`config.mk`:
```
export PLATFORM = sky130hd
export DESIGN_NAME = serial_subtractor
export DESIGN_NICKNAME = d
export VERILOG_FILES = /design/src/rtl/serial_subtractor.sv
export SDC_FILE = /design/constraint.sdc
export NUM_CORES = 1
export LEC_CHECK = 0
export ABC_AREA = 1
export BUFFER_PORTS_ARGS = -buffer_cell sky130_fd_sc_hd__buf_2
export CAP_MARGIN = 20
export CORE_MARGIN = 4
export CORE_UTILIZATION = 36
export CTS_CLUSTER_DIAMETER = 60
export DETAILED_ROUTE_END_ITERATION = 12
export PLACE_DENSITY_LB_ADDON = 0.1
export SLEW_MARGIN = 10
export SYNTH_ARGS = -nofsm -noshare
export SYNTH_HDL_FRONTEND = slang
export SYNTH_SLANG_ARGS = --single-unit
```
`constraint.sdc`:
```
create_clock -name clk -period 2.9 [get_ports clk]
set_clock_uncertainty 0.05 [all_clocks]
set_input_delay 0.58 -clock clk [delete_from_list [all_inputs] [get_ports clk]]
set_output_delay 0.58 -clock clk [all_outputs]
set_load 0.005 [all_outputs]
```
`src/rtl/serial_subtractor.sv`:
```
// Bit-serial two's-complement subtractor, LSB first: d = a - b - bin.
// One full-subtractor cell plus a borrow flop; WIDTH clocks per operation.
module serial_subtractor #(
  parameter  int WIDTH = 8,
  localparam int CNT_W = $clog2(WIDTH + 1)
) (
  input  logic             clk,
  input  logic             rst_n,
  input  logic             start,
  input  logic [WIDTH-1:0] a,
  input  logic [WIDTH-1:0] b,
  input  logic             bin,
  output logic             busy,
  output logic             done,
  output logic [WIDTH-1:0] d,
  output logic             bout
);

  typedef enum logic [1:0] {IDLE, RUN, DONE} state_t;

  state_t           state_q, state_d;
  logic [WIDTH-1:0] sa_q, sa_d, sb_q, sb_d, sr_q, sr_d, d_q, d_d;
  logic [CNT_W-1:0] count_q, count_d;
  logic             borrow_q, borrow_d, bout_q, bout_d;
  logic             busy_q, busy_d, done_q, done_d;
  logic             x, borrow_nx;

  // Full-subtractor cell on the current LSB
  assign x         = sa_q[0] ^ sb_q[0] ^ borrow_q;
  assign borrow_nx = (~sa_q[0] & sb_q[0]) | (~sa_q[0] & borrow_q) | (sb_q[0] & borrow_q);

  always_comb begin
    state_d  = state_q;
    sa_d     = sa_q;
    sb_d     = sb_q;
    sr_d     = sr_q;
    borrow_d = borrow_q;
    count_d  = count_q;
    d_d      = d_q;
    bout_d   = bout_q;
    case (state_q)
      IDLE: begin
        if (start) begin
          sa_d     = a;
          sb_d     = b;
          borrow_d = bin;
          count_d  = '0;
          state_d  = RUN;
        end
      end
      RUN: begin
        sa_d     = sa_q >> 1;
        sb_d     = sb_q >> 1;
        sr_d     = {x, sr_q[WIDTH-1:1]};
        borrow_d = borrow_nx;
        count_d  = count_q + CNT_W'(1);
        // Last bit: publish the fully shifted result straight from the cell
        if (count_q == CNT_W'(WIDTH - 1)) begin
          state_d = DONE;
          d_d     = {x, sr_q[WIDTH-1:1]};
          bout_d  = borrow_nx;
        end
      end
      DONE:    state_d = IDLE;
      default: state_d = IDLE;
    endcase
    busy_d = (state_d == RUN);
    done_d = (state_d == DONE);
  end

  always_ff @(posedge clk or negedge rst_n) begin
    if (!rst_n) begin
      state_q  <= IDLE;
      sa_q     <= '0;
      sb_q     <= '0;
      sr_q     <= '0;
      borrow_q <= 1'b0;
      count_q  <= '0;
      d_q      <= '0;
      bout_q   <= 1'b0;
      busy_q   <= 1'b0;
      done_q   <= 1'b0;
    end else begin
      state_q  <= state_d;
      sa_q     <= sa_d;
      sb_q     <= sb_d;
      sr_q     <= sr_d;
      borrow_q <= borrow_d;
      count_q  <= count_d;
      d_q      <= d_d;
      bout_q   <= bout_d;
      busy_q   <= busy_d;
      done_q   <= done_d;
    end
  end

  assign busy = busy_q;
  assign done = done_q;
  assign d    = d_q;
  assign bout = bout_q;

endmodule

```
Word level (Yosys, flattened, before mapping)
Cells that the tools add are included.
{ "totals": {"reg_bits": 42, "inputBits": 20, "output_inout_bits": 11, "word_cells": 39} }
{ "classes": {"add_sub_neg": 1, "eq_ne": 5, "mux": 11, "bitwise": 8, "reduce_logical": 4} }
{ "op_table": {"columns": ["operator", "count"], "rows": [
  ["8-bit case mux with 2 select lines", 2],
  ["8-bit two-way mux", 2],
  ["4-bit case mux with 2 select lines", 1],
  ["4-bit by 1-bit adder with 4-bit output (second input constant)", 1],
  ["2-bit by 1-bit equality test with 1-bit output (second input constant)", 2],
  ["4-bit by 3-bit equality test with 1-bit output (second input constant)", 1],
  ["2-bit two-way mux", 2],
  ["4-bit two-way mux", 1],
  ["2-bit case mux with 2 select lines", 1],
  ["2-bit AND reduction", 2],
  ["1-bit bitwise AND", 3],
  ["2-bit equality test (second input constant)", 1],
  ["2-bit zero test", 1],
  ["2-bit != test (second input constant)", 1],
  ["1-bit bitwise OR", 2],
  ["1-bit case mux with 2 select lines", 1],
  ["2-bit nonzero test", 1],
  ["1-bit XOR", 2],
  ["1-bit two-way mux", 1],
  ["1-bit NOT", 1]
]} }

Depth between registers and ports, before layout
{ "depth": {"word_depth": 5, "mapped_depth": 7, "depth_no_buf": 6} }

Worst setup path after synthesis
Ideal clock, no wire load.
{ "synth_path": {"path_type": "input to register", "from": "in start", "to": "reg sa_q[0]", "setup_ns": 0.116, "arrival_time_ns": 1.065, "required_time_ns": 2.734, "slack_ns": 1.669, "cell_stages": 5, "path_buffers": 1, "cell_sequence": "o21ai_4 -> inv_2 -> buf_6 -> nand2_1 -> nand2_1"} }
{ "synth_via": {"elab_chain_cells": 2} }
{ "synth_rtl": {"columns": ["element", "line", "text"], "rows": [
  ["from (decl)", "9", "input logic start,"],
  ["2-bit != test (no line)", null, null],
  ["2-bit AND reduction (no line)", null, null],
  ["to (signal assigned)", "74", "sa_q <= '0;"],
  ["to (signal assigned)", "85", "sa_q <= sa_d;"],
  ["to (decl)", "22", "logic [WIDTH-1:0] sa_q, sa_d, sb_q, sb_d, sr_q, sr_d, d_q, d_d;"]
]} }
Every way passes these cells.
A chain may end at the register's enable or synchronous reset.

Worst setup path after layout
{ "layout_path": {"from": "reg state_q[1]", "to": "reg d_q[1] (netlist: d[1])"} }
{ "layout_via": {"elab_chain_cells": 2} }
{ "layout_rtl": {"columns": ["element", "line", "text"], "rows": [
  ["from (decl)", "21", "state_t state_q, state_d;"],
  ["from (signal assigned)", "84", "state_q <= state_d;"],
  ["2-bit by 1-bit equality test with 1-bit output", "41", "case (state_q)"],
  ["2-bit AND reduction (no line)", null, null],
  ["to (signal assigned)", "79", "d_q <= '0;"],
  ["to (signal assigned)", "90", "d_q <= d_d;"],
  ["to (decl)", "22", null]
]} }
Every way passes these cells.

==> flow_summary.yaml <==
run_status:
  status: "completed"
logic_synthesis:
  synth_cell_types: 17
  synth_nets: 246
  ys_seq_area_frac: 0.5563
  ys_ff_latch: 41
  synth_cells: 224
  yosys_warnings: 0
  syn_area_per_cell_sq_um: 8.233
  synth_area_sq_um: 1844
route:
  via_count: 1446
  via_per_inst: 4.491
  drt_drc_violations_left: 0
  drt-pass1-iter-count: 4
  drtIter0Drc: 60
  wl_per_cell_um: 11.59
  routed_wl_um: 3731
  ant_nets: 0
timing:
  worst_slew_pin_slew_ns: 0.9032
  report.final.slew_viol_count: 0
  grt_setup_unrepaired: "false"
  max_slew_margin: 0.3979
  fin_ws_ns: 1.284
  hold_viol_final: 0
  min_period_ns: 1.616
  finalCritPeriodShare: 0.5571
  setup_violations: 0
  finalSetupTns_ns: 0
  fmax_mhz: 619.0
  whs_ns: 0.3571
clock_tree:
  cts_max_path_buffers: 2
  numCtsBuffers: 5
  hold_buffers: 0
  cts_resized: 0
  cts_tree: "yes"
  cts_setup_buffers: 0
  clk-insertion-delay-late_ns: 0.29
  cts_sinks: 41
  clk_pin_slew_worst_paths_ns: 0.08
  cts_root_buf: "clkbuf_8"
  htree_levels: 2
cells_and_area:
  n_antenna_cell: 0
  area_delta_synth_final_pct: 16.89
  fillers: 506
  design_area_sq_um: 2156
  final_util: 0.4446
  drive_gt1_frac: 0.1843
  final_net_count: 276
critical_path:
  cp-start-kind: "flop"
  worstSetupPathType: "flop to flop"
  critPathMaxFanout: 27
  critPathCaptureType: "flop"
  cp.required_ns: 3.04
  critical_path_arrival_ns: 1.75
hold_path:
  hold_path_class: "input port to asynchronous set/reset pin"
placed_design:
  port_buffers: 30
  placed_area_sq_um: 2022
  preCtsSetupSlack_ns: 1.284
  gp_congestion: 0.7427
  dp_hpwl_um: 2450
floorplan:
  coreArea_sq_um: 4848
  core.rowCount: 25
  initial_utilization: 0.3804
  die_area_sq_um: 6332
  die_h_um: 79.58
  io_pins: 31
  die-width_um: 79.58
grt:
  grt_overflow_total: 0
  grt_max_degree: 42
  antenna_found_initial: 0
  grt_pass1_vias: 1311
  track_usage: 0.1304
  grt_pass1_wl_um: 6368
pwr:
  combPwrFrac: 0.341
  power.switching_mw: 0.8227
  swShare: 0.3631
  intPower_mw: 1.443
  pwr-share-clk: 0.239
  powerDensity_nw_per_um2: 1051
  irDropWorstVdd_mv: 0.3777
  seqPwrFrac: 0.421
  power_leakage_nw: 1.194
run:
  drv_cap: 0
## power by group through the flow
stage	registers (mW)	logic [mW]	clock network (mW)
after floorplan	0.941	0.610	0
after global placement	0.967	0.782	0
after detailed placement	0.965	0.784	0
after CTS	0.954	0.789	0.558
after global routing	0.990	0.924	0.585
final	0.953	0.772	0.541
## through the flow
stage | total power, mW | std cells
detailed placement | 1.750 | 314
global placement | 1.749 | 314
CTS | 2.301 | 322
floorplan | 1.551 | 224
global route | 2.500 | 322
finish | 2.266 | 322
## layout make-up
cell class	instances	area [sq um]	area share
well taps	67	83.83	0.03889
clock buffers	5	68.82	0.03192
flip-flops and latches	41	1026	0.4759
clock inverters	3	65.06	0.03018
multi-input cells	165	713.2	0.3308
inverters	9	33.78	0.01567
repair buffers	32	165.2	0.07661
## state kept, by name, indices dropped and copies added (netlist names)
signal	flops
d	8
sa_q	8
sb_q	8
sr_q	7
count_q	4
state_q	2
borrow_q	1
bout	1
busy	1
done	1
## synth_stat cells
library cell,number,area share
nand2_4,1,0.0061
o21ai_0,9,0.024
nor2_4,1,0.0061
nor2_1,6,0.012
o21ai_4,1,0.0088
nand2_2,1,0.0034
buf_4,3,0.012
nand3_1,20,0.054
nand4_1,1,0.0034
buf_2,3,0.0081
fa_1,1,0.011
ha_1,1,0.0068
nand2_1,123,0.25
inv_1,6,0.012
buf_6,3,0.018
inv_2,3,0.0061
dfrtp_1,41,0.56
## worst paths after layout
| kind | from | to | slack, ns | cells past startpoint |
|---|---|---|---|---|
| min reg2reg | d[1] | d[1] | 0.43 | 2 |
| max reg2reg | state_q[1] | d[1] | 1.28 | 6 |
| min in group clk | d[1] | d[1] | 0.43 | 2 |
| max in group asynchronous | rst_n | sa_q[7] | 1.87 | 1 |
| max | state_q[1] | d[1] | 1.28 | 6 |
| min | rst_n | d[2] | 0.36 | 1 |
## cell usage in the layout (no fill, tap or decap)
master	n
buf_2	30
buf_4	2
bufinv_16	2
clkbuf_8	5
clkinv_2	1
dfrtp_1	41
fa_1	1
ha_1	1
inv_1	6
inv_2	3
nand2_1	123
nand2_2	1
nand2_4	1
nand3_1	20
nand4_1	1
nor2_1	6
nor2_4	1
o21ai_0	9
o21ai_4	1
## routing by layer
layer	track usage	routed length [um]
met5	0	0
met4	0.04639	59
met3	0.03725	177
met2	0.1878	1621
met1	0.1855	1873
## critical path, stage by stage (launching register included)
cell	delay (ns)
dfrtp_1	0.39
inv_2	0.27
nand2_4	0.26
inv_2	0.22
nand2_2	0.16
nand2_1	0.09
nand2_1	0.05
## cell families (layout without fill, tap and decap cells)
kind of cell             Yosys count  count (layout)  share of synthesized area
AO/OA/AOI/OAI                     10              10                    0.03324
flip-flops                        41              41                     0.5563
buffers and inverters             18              49                    0.05698
AND/OR/NAND/NOR                  153             153                     0.3358
adder cells (fa/ha/maj)            2               2                    0.01764
Note: power is estimated with default switching activity, not from simulation.
